==> src/rtl/ps2_key_decoder.sv <==
// PS/2 keyboard receiver: conditions the raw lines, assembles 11-bit frames, and turns
// scancode-set-2 bytes into a toggle-format key word. Optional macro: PS2_PARITY_CHECK_EN.

module ps2_line_filter #(
  parameter int FILTER = 4
) (
  input  logic clk_sys,
  input  logic reset_n,
  input  logic raw,
  output logic level
);
  localparam int CW = $clog2(FILTER + 1);

  logic          s1, s2;
  logic [CW-1:0] cnt;

  // Level follows the synchronized line only after FILTER consecutive disagreeing samples.
  always_ff @(posedge clk_sys) begin
    if (!reset_n) begin
      s1    <= 1'b1;
      s2    <= 1'b1;
      level <= 1'b1;
      cnt   <= '0;
    end else begin
      s1 <= raw;
      s2 <= s1;
      if (s2 == level) begin
        cnt <= '0;
      end else if (cnt == CW'(FILTER - 1)) begin
        level <= s2;
        cnt   <= '0;
      end else begin
        cnt <= cnt + CW'(1);
      end
    end
  end
endmodule

module ps2_key_decoder #(
  parameter int FILTER         = 4,
  parameter int TIMEOUT_CYCLES = 12000
) (
  input  logic        clk_sys,
  input  logic        reset_n,
  input  logic        ps2_clk,
  input  logic        ps2_data,
  output logic [10:0] ps2_key,
  output logic        key_strobe,
  output logic        frame_err
);
  localparam int WW = $clog2(TIMEOUT_CYCLES + 1);

  typedef enum logic [2:0] {
    ST_IDLE,
    ST_EXT,
    ST_BRK,
    ST_EXT_BRK,
    ST_SKIP
  } state_t;

  state_t        state;
  logic          clk_f, data_f, clk_prev;
  logic          bit_edge;
  logic [3:0]    bit_cnt;
  logic [7:0]    shift;
  logic [2:0]    skip_cnt;
  logic [WW-1:0] wd;
  logic          parity_bad;
`ifdef PS2_PARITY_CHECK_EN
  logic          parity;
`endif

  ps2_line_filter #(.FILTER(FILTER)) u_clk_filter (
    .clk_sys (clk_sys),
    .reset_n (reset_n),
    .raw     (ps2_clk),
    .level   (clk_f)
  );

  ps2_line_filter #(.FILTER(FILTER)) u_data_filter (
    .clk_sys (clk_sys),
    .reset_n (reset_n),
    .raw     (ps2_data),
    .level   (data_f)
  );

  assign bit_edge = clk_prev & ~clk_f;

  // Odd parity: data plus parity bit must carry an odd number of ones.
  always_comb begin
    parity_bad = 1'b0;
`ifdef PS2_PARITY_CHECK_EN
    parity_bad = ~(^{shift, parity});
`endif
  end

  always_ff @(posedge clk_sys) begin
    if (!reset_n) begin
      clk_prev   <= 1'b1;
      state      <= ST_IDLE;
      bit_cnt    <= '0;
      shift      <= '0;
      skip_cnt   <= '0;
      wd         <= '0;
      ps2_key    <= '0;
      key_strobe <= 1'b0;
      frame_err  <= 1'b0;
`ifdef PS2_PARITY_CHECK_EN
      parity     <= 1'b0;
`endif
    end else begin
      clk_prev   <= clk_f;
      key_strobe <= 1'b0;
      frame_err  <= 1'b0;
      if (bit_edge) begin
        wd <= '0;
        if (bit_cnt == 4'd0) begin
          if (data_f) frame_err <= 1'b1;
          else        bit_cnt   <= 4'd1;
        end else if (bit_cnt <= 4'd8) begin
          shift   <= {data_f, shift[7:1]};
          bit_cnt <= bit_cnt + 4'd1;
        end else if (bit_cnt == 4'd9) begin
`ifdef PS2_PARITY_CHECK_EN
          parity  <= data_f;
`endif
          bit_cnt <= 4'd10;
        end else begin
          bit_cnt <= 4'd0;
          if (!data_f || parity_bad) begin
            frame_err <= 1'b1;
          end else begin
            // Accepted byte: advance the scancode prefix machine.
            case (state)
              ST_IDLE: begin
                case (shift)
                  8'hE0: state <= ST_EXT;
                  8'hF0: state <= ST_BRK;
                  8'hE1: begin
                    state    <= ST_SKIP;
                    skip_cnt <= 3'd7;
                  end
                  8'h00, 8'hAA, 8'hEE, 8'hFA, 8'hFE, 8'hFF: state <= ST_IDLE;
                  default: begin
                    ps2_key    <= {~ps2_key[10], 1'b1, 1'b0, shift};
                    key_strobe <= 1'b1;
                  end
                endcase
              end
              ST_EXT: begin
                if (shift == 8'hF0) begin
                  state <= ST_EXT_BRK;
                end else if (shift != 8'hE0) begin
                  ps2_key    <= {~ps2_key[10], 1'b1, 1'b1, shift};
                  key_strobe <= 1'b1;
                  state      <= ST_IDLE;
                end
              end
              ST_BRK: begin
                ps2_key    <= {~ps2_key[10], 1'b0, 1'b0, shift};
                key_strobe <= 1'b1;
                state      <= ST_IDLE;
              end
              ST_EXT_BRK: begin
                ps2_key    <= {~ps2_key[10], 1'b0, 1'b1, shift};
                key_strobe <= 1'b1;
                state      <= ST_IDLE;
              end
              ST_SKIP: begin
                skip_cnt <= skip_cnt - 3'd1;
                if (skip_cnt == 3'd1) state <= ST_IDLE;
              end
              default: state <= ST_IDLE;
            endcase
          end
        end
      end else begin
        // Watchdog saturates; a stalled partial frame is dropped once.
        if (wd != WW'(TIMEOUT_CYCLES)) wd <= wd + WW'(1);
        if (bit_cnt != 4'd0 && wd == WW'(TIMEOUT_CYCLES)) begin
          bit_cnt   <= 4'd0;
          frame_err <= 1'b1;
        end
      end
    end
  end
endmodule
==> config.mk <==
export PLATFORM = sky130hd
export DESIGN_NAME = ps2_key_decoder
export DESIGN_NICKNAME = d
export VERILOG_FILES = /design/src/rtl/ps2_key_decoder.sv
export SDC_FILE = /design/constraint.sdc
export NUM_CORES = 1
export LEC_CHECK = 0
export ABC_CLOCK_PERIOD_IN_PS = 2880
export BUFFER_PORTS_ARGS = -buffer_cell sky130_fd_sc_hd__buf_2
export CAP_MARGIN = 20
export CORE_ASPECT_RATIO = 1.1
export CORE_MARGIN = 1.5
export CORE_UTILIZATION = 44
export DETAILED_ROUTE_END_ITERATION = 6
export PLACE_DENSITY_LB_ADDON = 0.12
export SLEW_MARGIN = 15
export SYNTH_ARGS = -nofsm -noshare
export SYNTH_HDL_FRONTEND = slang
export SYNTH_HIERARCHICAL = 1
export SYNTH_SLANG_ARGS = --single-unit
==> constraint.sdc <==
create_clock -name clk_sys -period 2.88 [get_ports clk_sys]
set_clock_uncertainty 0.1 [all_clocks]
set_input_delay 0.432 -clock clk_sys [delete_from_list [all_inputs] [get_ports clk_sys]]
set_output_delay 0.432 -clock clk_sys [all_outputs]
set_load 0.1 [all_outputs]
==> summary.txt <==
Run status
  • Outcome: finished clean

Placement
  • Final HPWL DP: 3420 um
  • Area after DPL: 0.002882 mm^2
  • Routability cong.: 0.7451
  • Port Buf Inserts: 16

Power
  • Peak supply drop: 278.9 uV
  • Register share of total power: 50.6%
  • Leak: 0.001197 uW
  • PwrDens: 521.4 mW/mm^2
  • Logic pwr share: 2.2%
  • Switching share of power: 22.56%
  • Psw: 362.9 uW
  • Cell Int Power: 1246 uW
  • Clock Power Share: 47.2%

Route
  • Iteration-0 DRC Markers: 60
  • Routed len/inst: 12.62 um
  • Antenna Violating Nets Remaining: 0
  • Vias: 2055
  • # DRC: 0
  • Vias per cell: 5.150
  • Final wirelength: 5037 um
  • DR pass1 iterations: 4

STA
  • Pins Over Slew Limit: 0
  • Post-layout min period: 2297 ps
  • TNS Setup: 0 ps
  • Worst-Margin Slew: 641.9 ps
  • Final-report hold violation count: 0
  • RSZ-0062 raised after global routing: false
  • Worst slew margin: 57.09%
  • Max Freq: 435.3 MHz
  • # setup viols final: 0
  • Final Cycle Share: 79.77%

Logic synthesis
  • Seq/Total Area, Yosys: 42.49%
  • FFs w/ async S/R, synth: 0%
  • Yosys cell types: 50
  • Synth warn: 6
  • Post-synthesis cell area: 0.002733 mm^2
  • Synthesized instance count: 297
  • Synth Area per Inst: 9.201 um^2
  • Primary FF master, synth: dfxtp_1
  • #FFs+latches synth: 58
  • EDFF count, synth: 0
  • Syn Nets: 312

Global routing
  • Number of global-route vias before repair: 1905
  • First-pass GRT wire length: 8763 um
  • Initial antenna violation count: 0
  • Largest net degree at the start of global routing: 47
  • All-layer global routing usage: 16.82%
  • GR Overflow Total: 0

Setup path
  • CP endpoint kind: flip-flop
  • CP top delay family: compound AO/OA/AOI/OAI gates
  • Crit path kind: reg -> reg
  • FF-to-FF Start: bit_cnt[0]
  • Worst Path Buf+Inv: 2
  • Slowest CP cell: dfxtp_1
  • Crit Path Max Fanout: 6
  • Cell mode on critical path: nor2_1
  • CP arrival: 2460 ps
  • Req. time, crit path: 3040 ps
  • Crit-path max cell delay: 400 ps
  • Worst path cell trace: inv_1 -> ha_1 -> nor2_1 -> o2111ai_1 -> nor2_1 -> a21boi_2 -> buf_4 -> mux2i_1
  • Startpoint types: flip-flop
  • CP startpoint: bit_cnt[0]

Die
  • Number of I/O pins: 17
  • Die width: 78.14 um
  • Core Area: 0.005878 mm^2
  • Die Height: 85.66 um
  • Initial core utilization: 46.49%
  • Die ar.: 0.006693 mm^2
  • Row count: 29

Clocking
  • Clock Path Buffers: 2
  • Total CTS buffers: 9
  • CTS sink cnt: 58
  • # Post-CTS Setup Buffers: 0
  • Post_cts resized: 0
  • H-tree Lvls: 3
  • CTS tree: yes
  • Clk slew on worst S/H paths: 70 ps
  • Cts hold-fix bufs: 0
  • Worst-skew pair later-pin latency: 330 ps
  • Root Buffer: clkbuf_8

Min path
  • Worst hold start: ps2_data
  • Hold Crit Class: in -> reg

Cells and area
  • Fillers: 574
  • Area occupied by registers: 0.001161 mm^2
  • Syn-to-layout area delta: 12.91%
  • Most frequent cells in the layout: dfxtp_1, nand2_1, nor2_1, mux2i_1, buf_2
  • Multi-input logic area: 0.001480 mm^2
  • Final instance area: 0.003085 mm^2
  • N_diodes: 0
  • Final net count: 332
  • Commonest non-fill, non-tap cell in the layout: dfxtp_1
  • Share of cells above drive strength 1: 14.29%

Job
  • Max_cap viols: 0
## flip-flops by register name, summed over array words and instances (netlist names)
| register | cells |
|---|---|
| ps2_key | 11 |
| u_data_filter/cnt | 3 |
| shift | 8 |
| key_strobe | 1 |
| state | 3 |
| u_clk_filter/level | 1 |
| clk_prev | 1 |
| wd | 14 |
| skip_cnt | 3 |
| u_clk_filter/s1 | 1 |
| u_data_filter/s2 | 1 |
| frame_err | 1 |
| u_data_filter/s1 | 1 |
| u_data_filter/level | 1 |
| bit_cnt | 4 |
| u_clk_filter/cnt | 3 |
| u_clk_filter/s2 | 1 |
## path summary, 6_finish.rpt
kind                                         end  slack [ps]  cells past startpoint
worst min-delay path            u_data_filter/s1         180                      2
worst max register to register        ps2_key[5]         580                      8
worst min register to register   u_clk_filter/s2         310                      1
worst max-delay path                  ps2_key[5]         580                      8
## area by class of cell
class                   instances  share of cell area [%]
multi-input cells             218                   47.97
clock inverters                 6                   2.149
repair buffers                 19                   3.325
flip-flops and latches         58                   37.63
well taps                      77                   3.122
inverters                      11                   1.338
clock buffers                  10                   4.461
## per-layer routing
layer / global-route usage, % / part of all wire [%] / vias to the layer above
met2: 26.64 / 45 / 33
li1: - / - / 1071
met5: 0 / 0 / -
met4: 9.253 / 1.4 / 0
met3: 4.681 / 3.6 / 7
met1: 20.67 / 50 / 944
## cells in the mapped netlist, types with 2 or more instances
master	number	area share, %
nor2b_1	13	3.0
dfxtp_1	58	42
nor4b_1	5	1.6
nor3b_1	2	0.55
a21oi_1	12	2.2
mux2i_1	23	8.4
nand3_1	13	2.4
ha_1	11	5.0
clkbuf_1	7	0.96
o21ai_0	9	1.6
or3_1	2	0.46
o211a_1	3	1.1
nor4_1	3	0.69
nand2_1	38	5.2
and4bb_2	2	0.92
nor2_1	23	3.2
nand2b_1	10	2.3
nor3_1	2	0.37
o21ai_1	2	0.37
and3_1	5	1.1
nand4_1	3	0.69
inv_1	11	1.5
xor2_1	6	1.9
and4_1	3	0.96
xnor2_1	6	1.9
## metrics by stage
stage | utilization [%] | worst slack [ps] | total power [uW] | hold WS (ps) | std cells
6_report | 52.49 | 582.6 | 1609 | 175.6 | 399
5_1_grt | 52.49 | 281.6 | 1682 | 164.2 | 399
4_1_cts | 52.49 | 583.3 | 1636 | 158.5 | 399
3_5_place_dp | 49.02 | 598.0 | 867.4 | 293.2 | 383
3_3_place_gp | 49.02 | 706.5 | 867.0 | 288.5 | 383
2_1_floorplan | - | 992.1 | 856.7 | 286.3 | 297
## logic make-up (layout without fill, tap and decap cells)
logic type / count (synthesis) / after routing / synth area share [%]
AND/OR/NAND/NOR: 133 / 133 / 26.92
multiplexers: 23 / 23 / 8.425
buffers and inverters: 21 / 46 / 3.343
adder cells (fa/ha/maj): 12 / 12 / 5.403
XOR/XNOR: 12 / 12 / 3.846
AO/OA/AOI/OAI: 38 / 38 / 9.570
flip-flops: 58 / 58 / 42.49
## power groups by stage
stage,clock (uW),combinational [uW],sequential (uW)
2_1_floorplan,0,25.5,831
3_3_place_gp,0,34.7,832
6_report,760,34.8,814
4_1_cts,787,35.4,814
3_5_place_dp,0,35.0,832
5_1_grt,827,40.4,814
Note: power is estimated with default switching activity, not from simulation.
